File: src/rtl/cpu_types_pkg.sv
// Shared CPU type definitions.
// Purpose : common word type, instruction-cache address split and the
//           instruction-cache controller state encoding, shared by the
//           cache RTL and the dual-core bench monitors.
// Contents: word_t, ITAG_W, IIDX_W, icachef_t {tag, idx, bytoff},
//           icache_state_t {IDLE, FETCH}.
package cpu_types_pkg;

    typedef logic [31:0] word_t;

    localparam int IIDX_W = 4;
    localparam int ITAG_W = 32 - IIDX_W - 2;

    typedef struct packed {
        logic [ITAG_W-1:0] tag;
        logic [IIDX_W-1:0] idx;
        logic [1:0]        bytoff;
    } icachef_t;

    typedef enum logic {
        IDLE  = 1'b0,
        FETCH = 1'b1
    } icache_state_t;

endpackage

File: src/rtl/icache_direct_if.sv
// Instruction-cache bus bundle.
// Purpose : groups the datapath fetch port, the memory-controller fill port
//           and the statistics counters of one icache_direct instance.
// Ports   : imemREN/imemaddr/iflush -> cache, imemload/ihit <- cache,
//           iREN/iaddr <- cache, iload/iwait -> cache,
//           hit_count/miss_count <- cache.
// Modports: slave  - the cache itself.
//           master - the environment (datapath + memory controller).
interface icache_direct_if;
    import cpu_types_pkg::*;

    logic  imemREN;
    word_t imemaddr;
    word_t imemload;
    logic  ihit;
    logic  iflush;
    logic  iREN;
    word_t iaddr;
    word_t iload;
    logic  iwait;
    word_t hit_count;
    word_t miss_count;

    modport slave (
        input  imemREN, imemaddr, iflush, iload, iwait,
        output imemload, ihit, iREN, iaddr, hit_count, miss_count
    );

    modport master (
        output imemREN, imemaddr, iflush, iload, iwait,
        input  imemload, ihit, iREN, iaddr, hit_count, miss_count
    );

endinterface

File: src/rtl/icache_frame_array.sv
// Direct-mapped frame storage for the instruction cache.
// Purpose : NFRAMES frames of {valid, tag, data}; one combinational read
//           port, one synchronous write port, synchronous flush-all.
// Ports   : CLK, RST        - clock / sync active-high reset (clears valid)
//           flush_i         - clear every valid bit at the edge
//           rd_idx_i        - read index; rd_valid_o/rd_tag_o/rd_data_o
//           wr_en_i, wr_idx_i, wr_tag_i, wr_data_i - install a valid frame
module icache_frame_array
    import cpu_types_pkg::*;
#(
    parameter int NFRAMES = 16,
    parameter int IDX_W   = 4,
    parameter int TAG_W   = 26
) (
    input  logic             CLK,
    input  logic             RST,
    input  logic             flush_i,
    input  logic [IDX_W-1:0] rd_idx_i,
    output logic             rd_valid_o,
    output logic [TAG_W-1:0] rd_tag_o,
    output word_t            rd_data_o,
    input  logic             wr_en_i,
    input  logic [IDX_W-1:0] wr_idx_i,
    input  logic [TAG_W-1:0] wr_tag_i,
    input  word_t            wr_data_i
);

    logic [NFRAMES-1:0] valid_q, valid_d;
    logic [TAG_W-1:0]   tag_q  [NFRAMES];
    word_t              data_q [NFRAMES];

    assign rd_valid_o = valid_q[rd_idx_i];
    assign rd_tag_o   = tag_q[rd_idx_i];
    assign rd_data_o  = data_q[rd_idx_i];

    // Flush wins over a write in the same cycle; the controller never
    // requests both, but the array stays safe if it did.
    always_comb begin
        valid_d = valid_q;
        if (flush_i) begin
            valid_d = '0;
        end else if (wr_en_i) begin
            valid_d[wr_idx_i] = 1'b1;
        end
    end

    always_ff @(posedge CLK) begin
        if (RST) begin
            valid_q <= '0;
        end else begin
            valid_q <= valid_d;
        end
    end

    // Tag and data contents are meaningless while the valid bit is clear,
    // so they carry no reset.
    always_ff @(posedge CLK) begin
        if (wr_en_i) begin
            tag_q[wr_idx_i]  <= wr_tag_i;
            data_q[wr_idx_i] <= wr_data_i;
        end
    end

endmodule

File: src/rtl/icache_direct.sv
// Per-CPU direct-mapped instruction cache.
// Purpose : serves instruction fetches combinationally on a hit; on a miss
//           issues a single-word fill to the memory arbiter, installs the
//           word and lets the retried fetch hit.
// Ports   : CLK, RST - clock / sync active-high reset
//           bus      - icache_direct_if.slave (fetch port, fill port,
//                      hit/miss counters)
module icache_direct
    import cpu_types_pkg::*;
#(
    parameter int NFRAMES = 16,
    parameter int IDX_W   = 4,
    parameter int TAG_W   = 26
) (
    input  logic              CLK,
    input  logic              RST,
    icache_direct_if.slave    bus
);

    icache_state_t state_q, state_d;
    word_t         miss_addr_q, miss_addr_d;
    logic          drop_q, drop_d;
    word_t         hit_count_q, hit_count_d;
    word_t         miss_count_q, miss_count_d;

    logic [TAG_W-1:0] req_tag;
    logic [IDX_W-1:0] req_idx;
    logic [TAG_W-1:0] fill_tag;
    logic [IDX_W-1:0] fill_idx;

    logic             rd_valid;
    logic [TAG_W-1:0] rd_tag;
    word_t            rd_data;

    logic hit;
    logic miss;
    logic wr_en;

    assign req_tag  = bus.imemaddr[31:IDX_W+2];
    assign req_idx  = bus.imemaddr[IDX_W+1:2];
    assign fill_tag = miss_addr_q[31:IDX_W+2];
    assign fill_idx = miss_addr_q[IDX_W+1:2];

    icache_frame_array #(
        .NFRAMES (NFRAMES),
        .IDX_W   (IDX_W),
        .TAG_W   (TAG_W)
    ) u_frames (
        .CLK        (CLK),
        .RST        (RST),
        .flush_i    (bus.iflush),
        .rd_idx_i   (req_idx),
        .rd_valid_o (rd_valid),
        .rd_tag_o   (rd_tag),
        .rd_data_o  (rd_data),
        .wr_en_i    (wr_en),
        .wr_idx_i   (fill_idx),
        .wr_tag_i   (fill_tag),
        .wr_data_i  (bus.iload)
    );

    // Hits are only served in IDLE; a flush forces the hit off in the flush
    // cycle itself since the frame is being invalidated at this edge.
    assign hit  = (state_q == IDLE) && bus.imemREN && rd_valid &&
                  (rd_tag == req_tag) && !bus.iflush;
    assign miss = (state_q == IDLE) && bus.imemREN && !hit;

    assign bus.ihit       = hit;
    assign bus.imemload   = hit ? rd_data : '0;
    assign bus.iREN       = (state_q == FETCH);
    assign bus.iaddr      = miss_addr_q;
    assign bus.hit_count  = hit_count_q;
    assign bus.miss_count = miss_count_q;

    always_comb begin
        state_d      = state_q;
        miss_addr_d  = miss_addr_q;
        drop_d       = drop_q;
        wr_en        = 1'b0;
        hit_count_d  = hit_count_q + (hit ? 32'd1 : 32'd0);
        miss_count_d = miss_count_q + (miss ? 32'd1 : 32'd0);

        unique case (state_q)
            IDLE: begin
                if (miss) begin
                    miss_addr_d = {bus.imemaddr[31:2], 2'b00};
                    state_d     = FETCH;
                end
            end
            FETCH: begin
                if (!bus.iwait) begin
                    // A flush seen at any point of this fill (earlier via
                    // drop_q, or right now) means the word is stale.
                    wr_en   = !(drop_q || bus.iflush);
                    drop_d  = 1'b0;
                    state_d = IDLE;
                end else if (bus.iflush) begin
                    drop_d = 1'b1;
                end
            end
            default: state_d = IDLE;
        endcase
    end

    always_ff @(posedge CLK) begin
        if (RST) begin
            state_q      <= IDLE;
            miss_addr_q  <= '0;
            drop_q       <= 1'b0;
            hit_count_q  <= '0;
            miss_count_q <= '0;
        end else begin
            state_q      <= state_d;
            miss_addr_q  <= miss_addr_d;
            drop_q       <= drop_d;
            hit_count_q  <= hit_count_d;
            miss_count_q <= miss_count_d;
        end
    end

endmodule

File: src/flat_wrapper.sv
// flat-port wrapper written by rule: the top's interface ports become plain ports
module icache_direct_flat import cpu_types_pkg::*;
#(
    parameter int NFRAMES = 16,
    parameter int IDX_W   = 4,
    parameter int TAG_W   = 26
)
  (CLK, RST, bus_imemREN, bus_imemaddr, bus_iflush, bus_iload, bus_iwait, bus_imemload, bus_ihit, bus_iREN, bus_iaddr, bus_hit_count, bus_miss_count);
  icache_direct_if bus_i ();
  input  logic CLK;
  input  logic RST;
  input wire logic [$bits(bus_i.imemREN)-1:0] bus_imemREN;
  input wire logic [$bits(bus_i.imemaddr)-1:0] bus_imemaddr;
  input wire logic [$bits(bus_i.iflush)-1:0] bus_iflush;
  input wire logic [$bits(bus_i.iload)-1:0] bus_iload;
  input wire logic [$bits(bus_i.iwait)-1:0] bus_iwait;
  output wire logic [$bits(bus_i.imemload)-1:0] bus_imemload;
  output wire logic [$bits(bus_i.ihit)-1:0] bus_ihit;
  output wire logic [$bits(bus_i.iREN)-1:0] bus_iREN;
  output wire logic [$bits(bus_i.iaddr)-1:0] bus_iaddr;
  output wire logic [$bits(bus_i.hit_count)-1:0] bus_hit_count;
  output wire logic [$bits(bus_i.miss_count)-1:0] bus_miss_count;
  assign bus_i.imemREN = bus_imemREN;
  assign bus_i.imemaddr = bus_imemaddr;
  assign bus_i.iflush = bus_iflush;
  assign bus_i.iload = bus_iload;
  assign bus_i.iwait = bus_iwait;
  assign bus_imemload = bus_i.imemload;
  assign bus_ihit = bus_i.ihit;
  assign bus_iREN = bus_i.iREN;
  assign bus_iaddr = bus_i.iaddr;
  assign bus_hit_count = bus_i.hit_count;
  assign bus_miss_count = bus_i.miss_count;
  icache_direct #(.NFRAMES(NFRAMES), .IDX_W(IDX_W), .TAG_W(TAG_W)) u_core (.CLK(CLK), .RST(RST), .bus(bus_i));
endmodule
File: config.mk
export PLATFORM = sky130hd
export DESIGN_NAME = icache_direct_flat
export DESIGN_NICKNAME = d
export VERILOG_FILES = /design/src/rtl/cpu_types_pkg.sv /design/src/rtl/icache_direct_if.sv /design/src/rtl/icache_frame_array.sv /design/src/rtl/icache_direct.sv /design/src/flat_wrapper.sv
export SDC_FILE = /design/constraint.sdc
export NUM_CORES = 1
export LEC_CHECK = 0
export BUFFER_PORTS_ARGS = -buffer_cell sky130_fd_sc_hd__buf_2
export CAP_MARGIN = 20
export CORE_AREA = 2 2 260 262
export DETAILED_ROUTE_END_ITERATION = 6
export DIE_AREA = 0 0 262 264
export HOLD_SLACK_MARGIN = 0.06
export PLACE_DENSITY = 0.88
export SYNTH_ARGS = -nofsm -noshare
export SYNTH_HDL_FRONTEND = slang
export SYNTH_SLANG_ARGS = --single-unit
File: constraint.sdc
create_clock -name CLK -period 11 [get_ports CLK]
set_input_delay 0.55 -clock CLK [delete_from_list [all_inputs] [get_ports CLK]]
set_output_delay 0.55 -clock CLK [all_outputs]
set_load 0.01 [all_outputs]
==> reports/metrics.csv, run 1 <==
metric,value,unit
outcome,completed,
setup_violations,0,
cts_resized,0,
fin_cells,3330,
clk_pin_slew,60,ps
pwr_density_cell,178,nW/um^2
synth-seq-cells,1040,
grt_pass1_wl,155000,um
hold_buffers,0,
synth_warnings,0,
place_ws,4250,ps
worst-setup-path-type,in -> reg,
finalWirelength,107000,um
skew,42.6,ps
synthArstFlopShare,0,
grtUsageTotal,0.313,
power.total,8.34,mW
holdWs,161,ps
start_util,0.625,
grt_max_degree,99,
setup_tns,0,ps
htree_levels,3,
overflow,0,
drc,0,
synth-edff-count,928,
insertion_delay,680,ps
ir_drop,168,uV
place_area,43400,um^2
cts.sinks,1040,
port_buffers,194,
cp_top_family,buffers and inverters,
finalInstanceArea,46900,um^2
finalNetCount,2438,
rows,95,
worstSetupEndpointType,register,
finalHoldViolCount,0,
clk_path_buf_depth,3,
pin_count,199,
cts-buffers-inserted,99,
period_needed,6250,ps
hold_path_depth,3,
die-area,69200,um^2
avgSynthCellArea,19.3,um^2
grt_pass1_vias,23691,
crit_chain,"buf_8, buf_4, buf_4, mux4_2, nor2_1, a221oi_1, a211oi_2, o2111ai_1, nor4b_4, a21oi_1, ha_1, ha_1, nand2_1, nor3_1, nand3_1, nor3_1, nand3_1, xor2_1, nor2_1",
cts_setup_buffers,0,
hold_path.startpoint,bus_iwait,
first_iter_violations,3285,
wire_per_inst,32.0,um
r2r-end,u_core.bus.hit_count[28],
r2r-start,u_core.u_frames.tag_q[15][19],
detailed_place_hpwl,53700,um
power.leakage,15.6,nW
ant_nets,0,
die_h,264,um
critPathMaxStageDelay,800,ps
fmax,160,MHz
core,66600,um^2
synth_cell_types,69,
critPathMaxFanout,65,
drive_gt1_frac,0.283,
cp.arrival,6740,ps
cts_tree,done,
maxCapViolCount,0,
area_growth,12.8,%
syn_area,41600,um^2
dp.cells,3135,
fillers,3795,
fin_ws,4750,ps
period_share,0.568,
root_buffer,clkbuf_16,
cp_slowest_cell,buf_4,
synth_top_flop_cell,edfxtp_1,
vias,23221,
final_core_util,0.704,
antenna_found_initial,11,
report.final.slew_viol_count,0,
setup.worst_path.start_class,input pin,
relSlewSlack,0.201,
rsz0062_at_grt,no,
routed_via_density,6.97,
min_to,u_core.bus.iREN,
globalplace.congestion,0.841,
cp_num_buf_inv,3,
ys_seq_area_frac,0.724,
syn-instance-count,2149,
hp-class,in -> reg,
rrSetupSlack,5970,ps
worstMarginPinSlew,1200,ps
die-width,262,um
rr_worst_depth,18,
worstPathRequired,11500,ps
firstDrtPassIters,5,
-- logic make-up after synthesis --
logic type | share of synthesized area
AOI/OAI and AO/OA | 0.0319
xor gates and xnor gates | 0.0150
adders and majority gates | 0.00120
buffers and inverters | 0.0174
DFF | 0.724
muxes | 0.152
other | 0.0000902
and+or+nand+nor | 0.0587
-- per-layer routing --
layer	global-route usage	up-vias	wire, um
met1	0.406	11924	36800
li1	-	9241	-
met2	0.521	1715	54400
met5	0	-	56
met3	0.0605	331	10500
met4	0.135	10	4870
-- area by class of cell --
class,count,area (um^2),share of cell area
well taps,873,1090,0.0233
inverters,9,35.0,0.000747
diodes,9,22.5,0.000480
flip-flops and latches,1040,30100,0.642
multi-input cells,981,10900,0.232
clock buffers,120,2650,0.0565
repair buffers,234,1360,0.0290
clock inverters,64,731,0.0156
-- cell usage after synthesis (18+ instances only) --
cell / number / area [um^2]
mux4_2: 242 / 5450
nor2b_1: 75 / 469
edfxtp_1: 928 / 27900
nand4_1: 50 / 313
mux2i_1: 64 / 641
nand2_1: 33 / 124
nand3b_1: 27 / 203
nor3_1: 25 / 125
xnor2_1: 23 / 201
and3_1: 18 / 113
clkbuf_1: 64 / 240
o21a_1: 18 / 135
nor2_1: 100 / 375
a2bb2oi_2: 29 / 435
xor2_1: 48 / 420
o211ai_1: 30 / 225
dfxtp_1: 112 / 2240
nand3_1: 34 / 170
-- sequential cells by signal, summed over array words and instances (netlist names) --
signal                   flops
u_core.u_frames.data_q     512
u_core.u_frames.tag_q      416
u_core.bus.hit_count        32
u_core.bus.miss_count       32
u_core.bus.iaddr            30
u_core.u_frames.valid_q     16
u_core.bus.iREN              1
u_core.drop_q                1
-- placed cells by master (no fill, tap or decap), types with 11 or more instances in the layout --
cell type	Yosys	final
buf_2	13	190
nor3_1	25	21
nor2b_1	75	74
nor2_4	0	12
o211ai_1	30	30
o21ai_0	11	11
and4_1	12	12
nand4_1	50	50
xor2_1	48	48
clkbuf_16	0	101
mux2i_1	64	64
bufinv_16	0	13
buf_4	12	38
mux4_2	242	242
a2bb2oi_2	29	29
or3_1	11	11
and3_1	18	18
dfxtp_1	112	112
clkinv_1	0	15
nand2_1	33	33
nand3_1	34	34
xnor2_1	23	23
clkbuf_1	64	14
clkinv_2	0	23
edfxtp_1	928	928
nand3b_1	27	27
a21oi_1	14	14
nor2_1	100	88
o21a_1	18	18
nand2b_1	16	15
nor4_1	11	11
-- how the worst max path moves through the flow --
stage / to / from / slack, ps / depth (start not counted)
3_5_place_dp: u_core.bus.miss_count[28] / bus_imemaddr[3] / 4250 / 19
4_1_cts: u_core.bus.miss_count[28] / bus_imemaddr[3] / 4840 / 19
6_report: u_core.bus.miss_count[28] / bus_imemaddr[3] / 4750 / 19
3_3_place_gp: u_core.bus.hit_count[28] / bus_imemaddr[3] / 4360 / 20
2_1_floorplan: u_core.u_frames.data_q[0][0] / bus_iwait / 5040 / 4
5_1_grt: u_core.bus.miss_count[28] / bus_imemaddr[3] / 4350 / 19
-- where the power goes --
group          internal, mW  total (mW)  switching (mW)
clock network          2.03        3.53            1.50
logic                 0.167       0.399           0.232
registers              4.35        4.41          0.0600
total                  6.55        8.34            1.79
-- worst register-to-register path: cells and delay by family (launching register included) --
family                     cells  cell delay (ps)
buffers and inverters          1              160
adders and majority gates      2              360
DFF                            1              370
muxes                          3              900
and+or+nand+nor               11             2970
xor gates and xnor gates       1              150
No activity file was read; power rests on OpenSTA's default activity.
==> run 2: changes to the inputs <==
Settings changed: CORE_AREA 2 2 260 262 to 2 2 265 267, DIE_AREA 0 0 262 264 to 0 0 267 269, PLACE_DENSITY 0.88 to 0.86.
Clock period 11 ns to 6.25 ns, I/O delays scaled along.
==> run 2 against run 1 <==
The run now ends with DRC left. Largest cell class unchanged. Critical endpoint is now u_core.bus.hit_count[26]. Routed wire length shrank 1.7%. First-iteration DRC count decreased by 10%. Flip-flop and latch count did not move.
==> reports/metrics.csv, run 2 (synthesis results as in run 1) <==
metric,value,unit
port_buffers,194,
drc,1,
wire_per_inst,30.4,um
fmax,202,MHz
ant_nets,0,
rr_worst_depth,17,
ir_drop,285,uV
place_ws,870,ps
routed_via_density,6.78,
relSlewSlack,0.322,
finalNetCount,2501,
layout_commonest_cell,edfxtp_1,
grt_pass1_wl,153000,um
worst-setup-path-type,in -> reg,
antenna_found_initial,2,
regMostFlops,u_core.u_frames.data_q,
die-area,71800,um^2
setup_tns,0,ps
cp.arrival,5460,ps
period_needed,4940,ps
fillers,4080,
dp.cells,3221,
drive_gt1_frac,0.277,
rows,97,
final_core_util,0.684,
die_h,269,um
worstSetupEndpointType,register,
maxCapViolCount,0,
cts-buffers-inserted,99,
detailed_place_hpwl,54700,um
insertion_delay,680,ps
setup.worst_path.start_class,input pin,
hp-class,in -> reg,
htree_levels,3,
die-width,267,um
cts_tree,done,
start_util,0.600,
antenna_cells,0,
power.total,14.5,mW
pwr_density_cell,306,nW/um^2
mostFrequentLayoutCells,"928 x edfxtp_1, 242 x mux4_2, 190 x buf_2, 112 x dfxtp_1, 101 x clkbuf_16",
rsz0062_at_grt,no,
critPathMaxFanout,21,
report.final.slew_viol_count,0,
area_growth,13.9,%
cts.sinks,1040,
worstMarginPinSlew,1020,ps
cts_setup_buffers,0,
r2r-start,u_core.u_frames.tag_q[10][1],
first_iter_violations,2943,
firstDrtPassIters,7,
violations,DRC,
grtUsageTotal,0.295,
overflow,0,
vias,23389,
grt_max_degree,96,
core,69300,um^2
finalHoldViolCount,0,
reg_top3,"u_core.u_frames.data_q x512, u_core.u_frames.tag_q x416",
clk_pin_slew,60,ps
finalWirelength,105000,um
outcome,finished with violations,
skew,35.1,ps
power.leakage,15.8,nW
clk_path_buf_depth,3,
largest_register_ffs,512,
globalplace.congestion,0.850,
hold_path.startpoint,bus_imemaddr[8],
fin_ws,1310,ps
setup_violations,0,
grt_pass1_vias,23850,
period_share,0.791,
pin_count,199,
root_buffer,clkbuf_16,
hold_path_depth,3,
startpoint,bus_imemaddr[5],
worstPathRequired,6770,ps
fin_cells,3452,
==> run 2: cell count changes in the layout (fill, tap and decap cells not counted), sizes merged, moves of 5 or more <==
cell / previous run / this run
dlygate4sd3: 0 / 45
clkinv: 40 / 32
diode: 9 / 0
buf: 234 / 252
clkbuf: 120 / 137
bufinv: 13 / 8
==> run 2: path summary, 6_finish.rpt <==
path / end / slack (ps)
setup / recovery: u_core.bus.hit_count[26] / 1310
hold / removal: u_core.bus.iaddr[8] / 90
setup reg to reg: u_core.bus.hit_count[26] / 1360
hold reg to reg: u_core.drop_q / 490
==> run 2: stage by stage <==
stage                     hold WS, ps  instance area, um^2
after floorplan                   411                41600
after global placement            441                43700
after detailed placement          462                43700
after CTS                        65.3                47400
after global routing             88.9                47400
final                            88.4                47400
==> run 2: routing by layer <==
| metal | track usage | up-vias | share of wire |
|---|---|---|---|
| met3 | 0.0548 | 340 | 0.11 |
| met2 | 0.492 | 1794 | 0.50 |
| li1 | - | 9356 | - |
| met5 | 0 | - | 0.00026 |
| met1 | 0.392 | 11895 | 0.36 |
| met4 | 0.113 | 4 | 0.039 |
==> run 2: repair_timing <==
action	4_1_cts	5_1_grt
endpoints found under the hold margin	525	0
resized for setup	0	0
hold buffers	45	0
==> run 2: power breakdown <==
part,switching [mW],internal (mW)
Clock,2.59,3.42
Sequential,0.102,7.66
Combinational,0.417,0.316
Total,3.11,11.4
==> run 2: cell type report <==
type	count	area, um^2	area share
flip-flops and latches	1040	30100	0.636
multi-input cells	981	10900	0.230
clock buffers	137	2740	0.0579
repair buffers	297	1910	0.0403
well taps	940	1180	0.0248
clock inverters	48	517	0.0109
inverters	9	35.0	0.000740
==> run 2: worst max-delay path, cell delays in order <==
cell      delay [ps]
buf_2            460
clkinv_2         630
a221oi_2         500
nor3_1           110
a211oi_1         510
nand4_1          270
nor2_1           270
nand4_1          260
inv_1            140
ha_1             180
ha_1             200
and2_1           190
nand4_1          150
nor4_1           600
and4_1           310
nand4_1          130
xor2_1           160
nor2_1            50
